==> src/rtl/timer_pkg.sv <==
// Shared register map offsets and TCON bit positions for the timer peripheral.
package timer_pkg;

    localparam logic [31:0] OFF_TH      = 32'd0;
    localparam logic [31:0] OFF_TL      = 32'd4;
    localparam logic [31:0] OFF_TCON    = 32'd8;
    localparam logic [31:0] OFF_SYSTICK = 32'd12;

    localparam int TCON_EN    = 0;
    localparam int TCON_IRQEN = 1;
    localparam int TCON_IRQ   = 2;
    localparam int TCON_W     = 3;

    // Word-granular match: the two byte-lane bits never take part in decode.
    function automatic logic addr_hit(input logic [31:0] addr,
                                      input logic [31:0] base,
                                      input logic [31:0] off);
        logic [31:0] reg_addr;
        reg_addr = base + off;
        return addr[31:2] == reg_addr[31:2];
    endfunction

endpackage

==> src/rtl/timer_counter.sv <==
// TL counter with reload-from-TH on wrap, and the TCON register whose irq bit
// is set by that wrap. Bus writes take precedence over counting and irq-set.
module timer_counter
    import timer_pkg::*;
(
    input  logic              clk,
    input  logic              reset,
    input  logic [31:0]       th,
    input  logic              tl_we,
    input  logic              tcon_we,
    input  logic [31:0]       wdata,
    output logic [31:0]       tl,
    output logic [TCON_W-1:0] tcon
);

    logic overflow;

    // A TL write on the wrap edge pre-empts the wrap entirely: no reload, no irq.
    assign overflow = tcon[TCON_EN] && (tl == 32'hFFFF_FFFF) && !tl_we;

    always_ff @(posedge clk) begin
        if (reset) begin
            tl   <= '0;
            tcon <= '0;
        end else begin
            if (tl_we) begin
                tl <= wdata;
            end else if (tcon[TCON_EN]) begin
                tl <= overflow ? th : tl + 32'd1;
            end

            if (tcon_we) begin
                tcon <= wdata[TCON_W-1:0];
            end else if (overflow && tcon[TCON_IRQEN]) begin
                tcon[TCON_IRQ] <= 1'b1;
            end
        end
    end

endmodule

==> src/rtl/timer_peripheral.sv <==
// Memory-mapped timer: TH reload, TL counter, TCON control/status, irq output.
// Define TIMER_SYSTICK_EN to add the read-only free-running SYSTICK register.
module timer_peripheral
    import timer_pkg::*;
#(
    parameter logic [31:0] BASE_ADDR = 32'h4000_0000
) (
    input  logic        clk,
    input  logic        reset,
    input  logic        MemRead,
    input  logic        MemWrite,
    input  logic [31:0] Address,
    input  logic [31:0] WriteData,
    output logic [31:0] ReadData,
    output logic        irq
);

    // Bus semantics: MemWrite with an address hit commits on the edge it is
    // sampled; MemRead with a hit returns the pre-edge register value on
    // ReadData after that edge, and ReadData is 0 on every other cycle.

    logic              hit_th;
    logic              hit_tl;
    logic              hit_tcon;
    logic [31:0]       th;
    logic [31:0]       tl;
    logic [TCON_W-1:0] tcon;
    logic [31:0]       rd_mux;
    logic              unused_addr_lsb;

    assign unused_addr_lsb = ^Address[1:0];

    assign hit_th   = addr_hit(Address, BASE_ADDR, OFF_TH);
    assign hit_tl   = addr_hit(Address, BASE_ADDR, OFF_TL);
    assign hit_tcon = addr_hit(Address, BASE_ADDR, OFF_TCON);

`ifdef TIMER_SYSTICK_EN
    logic        hit_systick;
    logic [31:0] systick;

    assign hit_systick = addr_hit(Address, BASE_ADDR, OFF_SYSTICK);

    // Counts every cycle out of reset; bus writes are deliberately not decoded.
    always_ff @(posedge clk) begin
        if (reset) begin
            systick <= '0;
        end else begin
            systick <= systick + 32'd1;
        end
    end
`endif

    always_ff @(posedge clk) begin
        if (reset) begin
            th <= '0;
        end else if (MemWrite && hit_th) begin
            th <= WriteData;
        end
    end

    timer_counter u_counter (
        .clk     (clk),
        .reset   (reset),
        .th      (th),
        .tl_we   (MemWrite && hit_tl),
        .tcon_we (MemWrite && hit_tcon),
        .wdata   (WriteData),
        .tl      (tl),
        .tcon    (tcon)
    );

    always_comb begin
        rd_mux = '0;
        if (hit_th) begin
            rd_mux = th;
        end else if (hit_tl) begin
            rd_mux = tl;
        end else if (hit_tcon) begin
            rd_mux = {{(32-TCON_W){1'b0}}, tcon};
`ifdef TIMER_SYSTICK_EN
        end else if (hit_systick) begin
            rd_mux = systick;
`endif
        end
    end

    always_ff @(posedge clk) begin
        if (reset) begin
            ReadData <= '0;
        end else begin
            ReadData <= MemRead ? rd_mux : 32'd0;
        end
    end

    assign irq = tcon[TCON_IRQ];

endmodule

==> config.mk <==
export PLATFORM = sky130hd
export DESIGN_NAME = timer_peripheral
export DESIGN_NICKNAME = d
export VERILOG_FILES = /design/src/rtl/timer_pkg.sv /design/src/rtl/timer_counter.sv /design/src/rtl/timer_peripheral.sv
export SDC_FILE = /design/constraint.sdc
export NUM_CORES = 1
export LEC_CHECK = 0
export CORE_UTILIZATION = 48
export CTS_BUF_LIST = sky130_fd_sc_hd__clkbuf_4 sky130_fd_sc_hd__clkbuf_8
export DETAILED_ROUTE_END_ITERATION = 12
export GPL_TIMING_DRIVEN = 0
export PLACE_DENSITY = 0.79
export SYNTH_ARGS = -nofsm -noshare
export SYNTH_HDL_FRONTEND = slang
export SYNTH_SLANG_ARGS = --single-unit
==> constraint.sdc <==
create_clock -name clk -period 2.2 [get_ports clk]
set_input_delay 0.33 -clock clk [delete_from_list [all_inputs] [get_ports clk]]
set_output_delay 0.33 -clock clk [all_outputs]
set_load 0.005 [all_outputs]
# After elaboration in Yosys (flattened, before gate mapping)

Cells that the tools add are included.

Register bits after elaboration: 99

$add $sub $neg: 1
Equality and inequality tests: 4
Muxes and demuxes: 8
Bitwise operators: 1
Reduce and logical (&&, ||, !) cells: 10

Operators with widths:

| cell                    | count |
|---|---|
| $mux W32                | 5 |
| $eq A30 B29 Y1 const B  | 3 |
| $add A32 B1 Y32 const B | 1 |
| $eq A32 B32 Y1 const B  | 1 |
| $logic_and A1 B1 Y1     | 6 |
| $reduce_bool A2 Y1      | 2 |
| $mux W3                 | 1 |
| $mux W1                 | 2 |
| $reduce_or A2 Y1        | 1 |
| $logic_not A1 Y1        | 1 |
| $not A1 Y1              | 1 |

# Depth between registers and ports, before layout

Word-level depth: 7
Gate-level depth with buffers: 8

# Cells and area by module

From an unflattened synthesis, not the netlist that was laid out.

Cell total of the unflattened synthesis: 599
Area, all modules: 5,094.9 um^2

By module, submodules not included:

| module           | times used | cells an instance | area each (um^2) | sequential area each (um^2) |
|---|---|---|---|---|
| timer_peripheral | 1          | 276               | 2,601.2          | 1,281.2 |
| timer_counter    | 1          | 323               | 2,493.6          | 700.7 |

# Worst setup path before layout

Ideal clock, no wire load.

Kind: reg2reg
From: reg u_counter.tl[4]
To: reg u_counter.tl[3]
Data arrival time: 1,979 ps
Setup slack: 161 ps
Cell stages (with the launch flop): 9
Path buffers: 2
Clock period less this slack: 2,039 ps
Cells stage by stage: dfxtp_1 -> clkbuf_2 -> nand4_2 -> buf_2 -> nor4_1 -> nand3_2 -> mux2i_1 -> a2111oi_0 -> a31o_1

Cells in the longest elaborated chain, start to end: 6

Ends and longest elaborated chain:

| item                             | RTL line            | source |
|---|---|---|
| start, declared                  | timer_counter.sv:12 | `output logic [31:0] tl,` |
| start signal, assigned           | timer_counter.sv:27 | `tl <= wdata;` |
| start signal, assigned           | timer_counter.sv:29 | `tl <= overflow ? th : tl + 32'd1;` |
| $eq A32 B32 Y1                   | timer_counter.sv:19 | `assign overflow = tcon[TCON_EN] && (tl == 32'hFFFF_FFFF) && !tl_we;` |
| $logic_and A1 B1 Y1 (2 in a row) | timer_counter.sv:19 |  |
| $mux W32                         | timer_counter.sv:29 |  |
| $mux W32                         | timer_counter.sv:28 | `end else if (tcon[TCON_EN]) begin` |
| $mux W32                         | timer_counter.sv:26 | `if (tl_we) begin` |

No other way between the ends. The select of a mux whose other input is x is not followed.
A chain may end at the register's enable or synchronous reset.

# Worst setup path in the final report

From: in Address[29]
To: reg u_counter.tl[1]

Cells in the longest elaborated chain, start to end: 7
Elaborated cells on any way between the ends: 8
Classes of those cells: eq/ne: 1; mux: 3; reduce/logical: 4

Ends and longest elaborated chain:

| item                    | RTL line               | source |
|---|---|---|
| start, declared         | timer_peripheral.sv:12 | `input logic [31:0] Address,` |
| $eq A30 B29 Y1 (*)      | timer_pkg.sv:20        | `return addr[31:2] == reg_addr[31:2];` |
| $logic_and A1 B1 Y1 (*) | timer_peripheral.sv:65 | `.tl_we (MemWrite && hit_tl),` |
| $logic_not A1 Y1        | timer_counter.sv:19    |  |
| $logic_and A1 B1 Y1     | timer_counter.sv:19    |  |
| $mux W32                | timer_counter.sv:29    |  |
| $mux W32                | timer_counter.sv:28    |  |
| $mux W32                | timer_counter.sv:26    |  |

Every way passes the cells marked *; elsewhere a longest branch is shown, timed or not. The select of a mux whose other input is x is not followed.

==> metrics.cfg <==
[power_and_ir_drop]
peakVddDrop_mv=0.366
p_sw_share_pct=22.6
p_seq_share_pct=53.7
switchingPower_uw=761
clockPowerShare_pct=39.1
power_density_nw_per_um2=496
power_leakage_nw=2.43
combPwrFrac_pct=7.2
power.total_mw=3.37
p_int_mw=2.60

[clock_network]
numCtsBuffers=9
h-tree-depth=3
cts_tree=yes
clk_latency_ns=0.36
cts_sinks=99
holdBufCountCts=0
clockBufferDepth=2
path_clk_slew_ns=0.10
ctsRootBufferMaster=clkbuf_8

[sta]
drv_slew=0
fin_tns_setup_ns=0
rsz0062_at_grt=yes
fmax_mhz=456
hold_viol=0
relSlewSlack_pct=50.5
period_share_pct=99.8
fin_skew_ns=0.0100
setup_viol=0
whs_ns=0.477
fin_crit_ns=2.19
worstMarginPinSlew_ns=0.743

[grt]
grt_pass1_vias=5009
grt_max_degree=16
grt_pass1_wl_mm=25.8
met3_usage_pct=8.14
grt_use_total_pct=32.6
grt_antenna_before_repair=0
grt_use_met2_pct=52.2
grt_busiest_layer=met2
grt_overflow=0
grtUsageMet1_pct=41.7

[layout]
finish.utilization_pct=69.8
layout_common_cells=nand2_1, dfxtp_1, clkdlybuf4s50_1
areaGrowthSynthToFinish_pct=41.8
drive_above_1_share_pct=18.4
final_common_cell=nand2_1
antenna-diode-count=0
final_area_um2=6790
fin_nets=800

[critical_path]
critPathSlowestCell=or3_4
cpMostUsedCell=buf_4
start_kind=input port
end_kind=register
worstSetupPathType=input port to register
cp_slowest_stage_delay_ns=0.49
timing.critical_path.from=Address[29]
cp.required_ns=2.43
path_cells=clkdlybuf4s50_1 -> nor4b_1 -> nand3_1 -> buf_4 -> or3_4 -> buf_4 -> o21ai_0 -> a31o_1 -> a21oi_1
r2r-start=u_counter.tl[4]$_SDFFE_PP0P_
path_max_fanout=6
cp.arrival_ns=2.42

[floorplanning]
core.rowCount=36
start_util_pct=49.2
ios=101
die_x_um=102
dieArea_um2=10400
core_um2=9730
die-height_um=102

[synth]
synth_cells=589
synth_fp_nets=658
synthArstFlopShare_pct=0
synth_warnings=0
netlist_area_um2=4790
synth_edf_count=0
yosysUniqueCellTypes=60
ys_seq_elements=99
synth.yosys.seq_area_share_pct=41.4
avgSynthCellArea_um2=8.13
yosys_most_used_dff=dfxtp_1

[routing]
drt_wl_total_mm=17.3
detail_route.vias_per_cell=6.14
vias=5328
ant_nets=0
dr.pass1.iters=6
route.detailed.drc=0
drt_iter0_markers=702
wl_per_cell_um=19.9

[place]
gp_congestion=0.964
place_area_um2=5920
numPortBuffers=96
dp.final_hpwl_mm=11.4

[min_path]
hold_path.class=register to register
hold_start=th[21]$_SDFFE_PP0P_

[outcome]
status=completed

[flow_run]
drv_cap=0

==> path summary, 6_finish.rpt <==
path / cells past startpoint / to / slack (ns)
worst max register to register: 8 / u_counter.tl[31]$_SDFFE_PP0P_ / 0.07
worst min-delay path: 2 / th[21]$_SDFFE_PP0P_ / 0.48
worst min register to register: 2 / th[21]$_SDFFE_PP0P_ / 0.48
worst max-delay path: 9 / u_counter.tl[1]$_SDFFE_PP0P_ / 0.005
==> power groups by stage <==
stage / registers, mW / logic [mW] / clock network [mW]
global placement: 1.85 / 0.222 / 0
global route: 1.81 / 0.255 / 1.39
finish: 1.81 / 0.243 / 1.31
detailed placement: 1.85 / 0.226 / 0
CTS: 1.81 / 0.228 / 1.33
floorplan: 1.85 / 0.0628 / 0
==> cell type report <==
class | count | area (µm²)
multi-input cells | 441 | 2830
repair buffers | 133 | 1270
flip-flops and latches | 99 | 1990
clock inverters | 4 | 75.1
clock buffers | 11 | 145
plain buffers | 43 | 303
well taps | 133 | 166
inverters | 4 | 15.0
fillers | 780 | 2940
==> per-layer routing <==
metal  vias to the layer above  share of wire [%]
li1                       2416                  -
met1                      2479                 40
met2                       360                 46
met3                        73                 11
met4                         0                3.8
met5                         -                  0
==> critical path, delay by kind of cell <==
| family | cells | cell delay (ns) |
|---|---|---|
| simple gates | 3 | 1.00 |
| buf+inv | 3 | 0.83 |
| compound gates | 3 | 0.25 |
==> cell usage after synthesis, types with 4 or more instances <==
cell type / number / area [µm²]
a2111oi_0: 4 / 35.0
a211oi_1: 6 / 45.0
nand3_1: 19 / 95.1
nor2_1: 63 / 236
clkbuf_1: 27 / 101
nor4_2: 4 / 50.1
a21oi_1: 58 / 290
nor4_1: 7 / 43.8
a311oi_1: 4 / 35.0
a31oi_1: 7 / 43.8
xnor2_1: 8 / 70.1
nand4_1: 10 / 62.6
dfxtp_1: 99 / 1980
and3_1: 11 / 68.8
nor4_4: 6 / 128
inv_1: 4 / 15.0
mux2i_1: 7 / 70.1
or3_1: 7 / 43.8
o211ai_1: 5 / 37.5
nand2_1: 102 / 383
buf_2: 16 / 80.1
nor2b_1: 8 / 50.1
nor3_1: 18 / 90.1
a22oi_1: 29 / 218
o221ai_1: 5 / 43.8
o21ai_0: 8 / 40.0
==> cells by family (layout without fill, tap and decap cells) <==
family / after synthesis / count (layout) / share of synthesized area [%]
AND/OR/NAND/NOR: 277 / 278 / 30.6
XOR/XNOR: 9 / 9 / 1.65
multiplexers: 8 / 8 / 1.70
buffers and inverters: 50 / 195 / 4.44
flip-flops: 99 / 99 / 41.4
AO/OA/AOI/OAI: 145 / 145 / 20.0
adder cells (fa/ha/maj): 1 / 1 / 0.261
==> through the flow <==
| step | std cells | setup WS [ns] |
|---|---|---|
| after floorplan | 589 | 0.161 |
| after global placement | 818 | -0.814 |
| after detailed placement | 818 | -0.909 |
| after CTS | 844 | -0.0109 |
| after global routing | 868 | -0.0364 |
| final | 868 | 0.00514 |
==> flip-flops by register name (all words and copies together) (netlist names) <==
name and count:
ReadData 32, th 32, u_counter.tl 32, u_counter.tcon 3
==> what timing repair did <==
action | 4_1_cts | 5_1_grt
endpoints found under the hold margin | 0 | 0
buffers inserted | 12 | 23
endpoints found under the setup margin | 84 | 85
resized for setup | 53 | 62
pin swaps | 3 | 10
gates cloned | 0 | 3
Power figures use the tool's default switching activity.
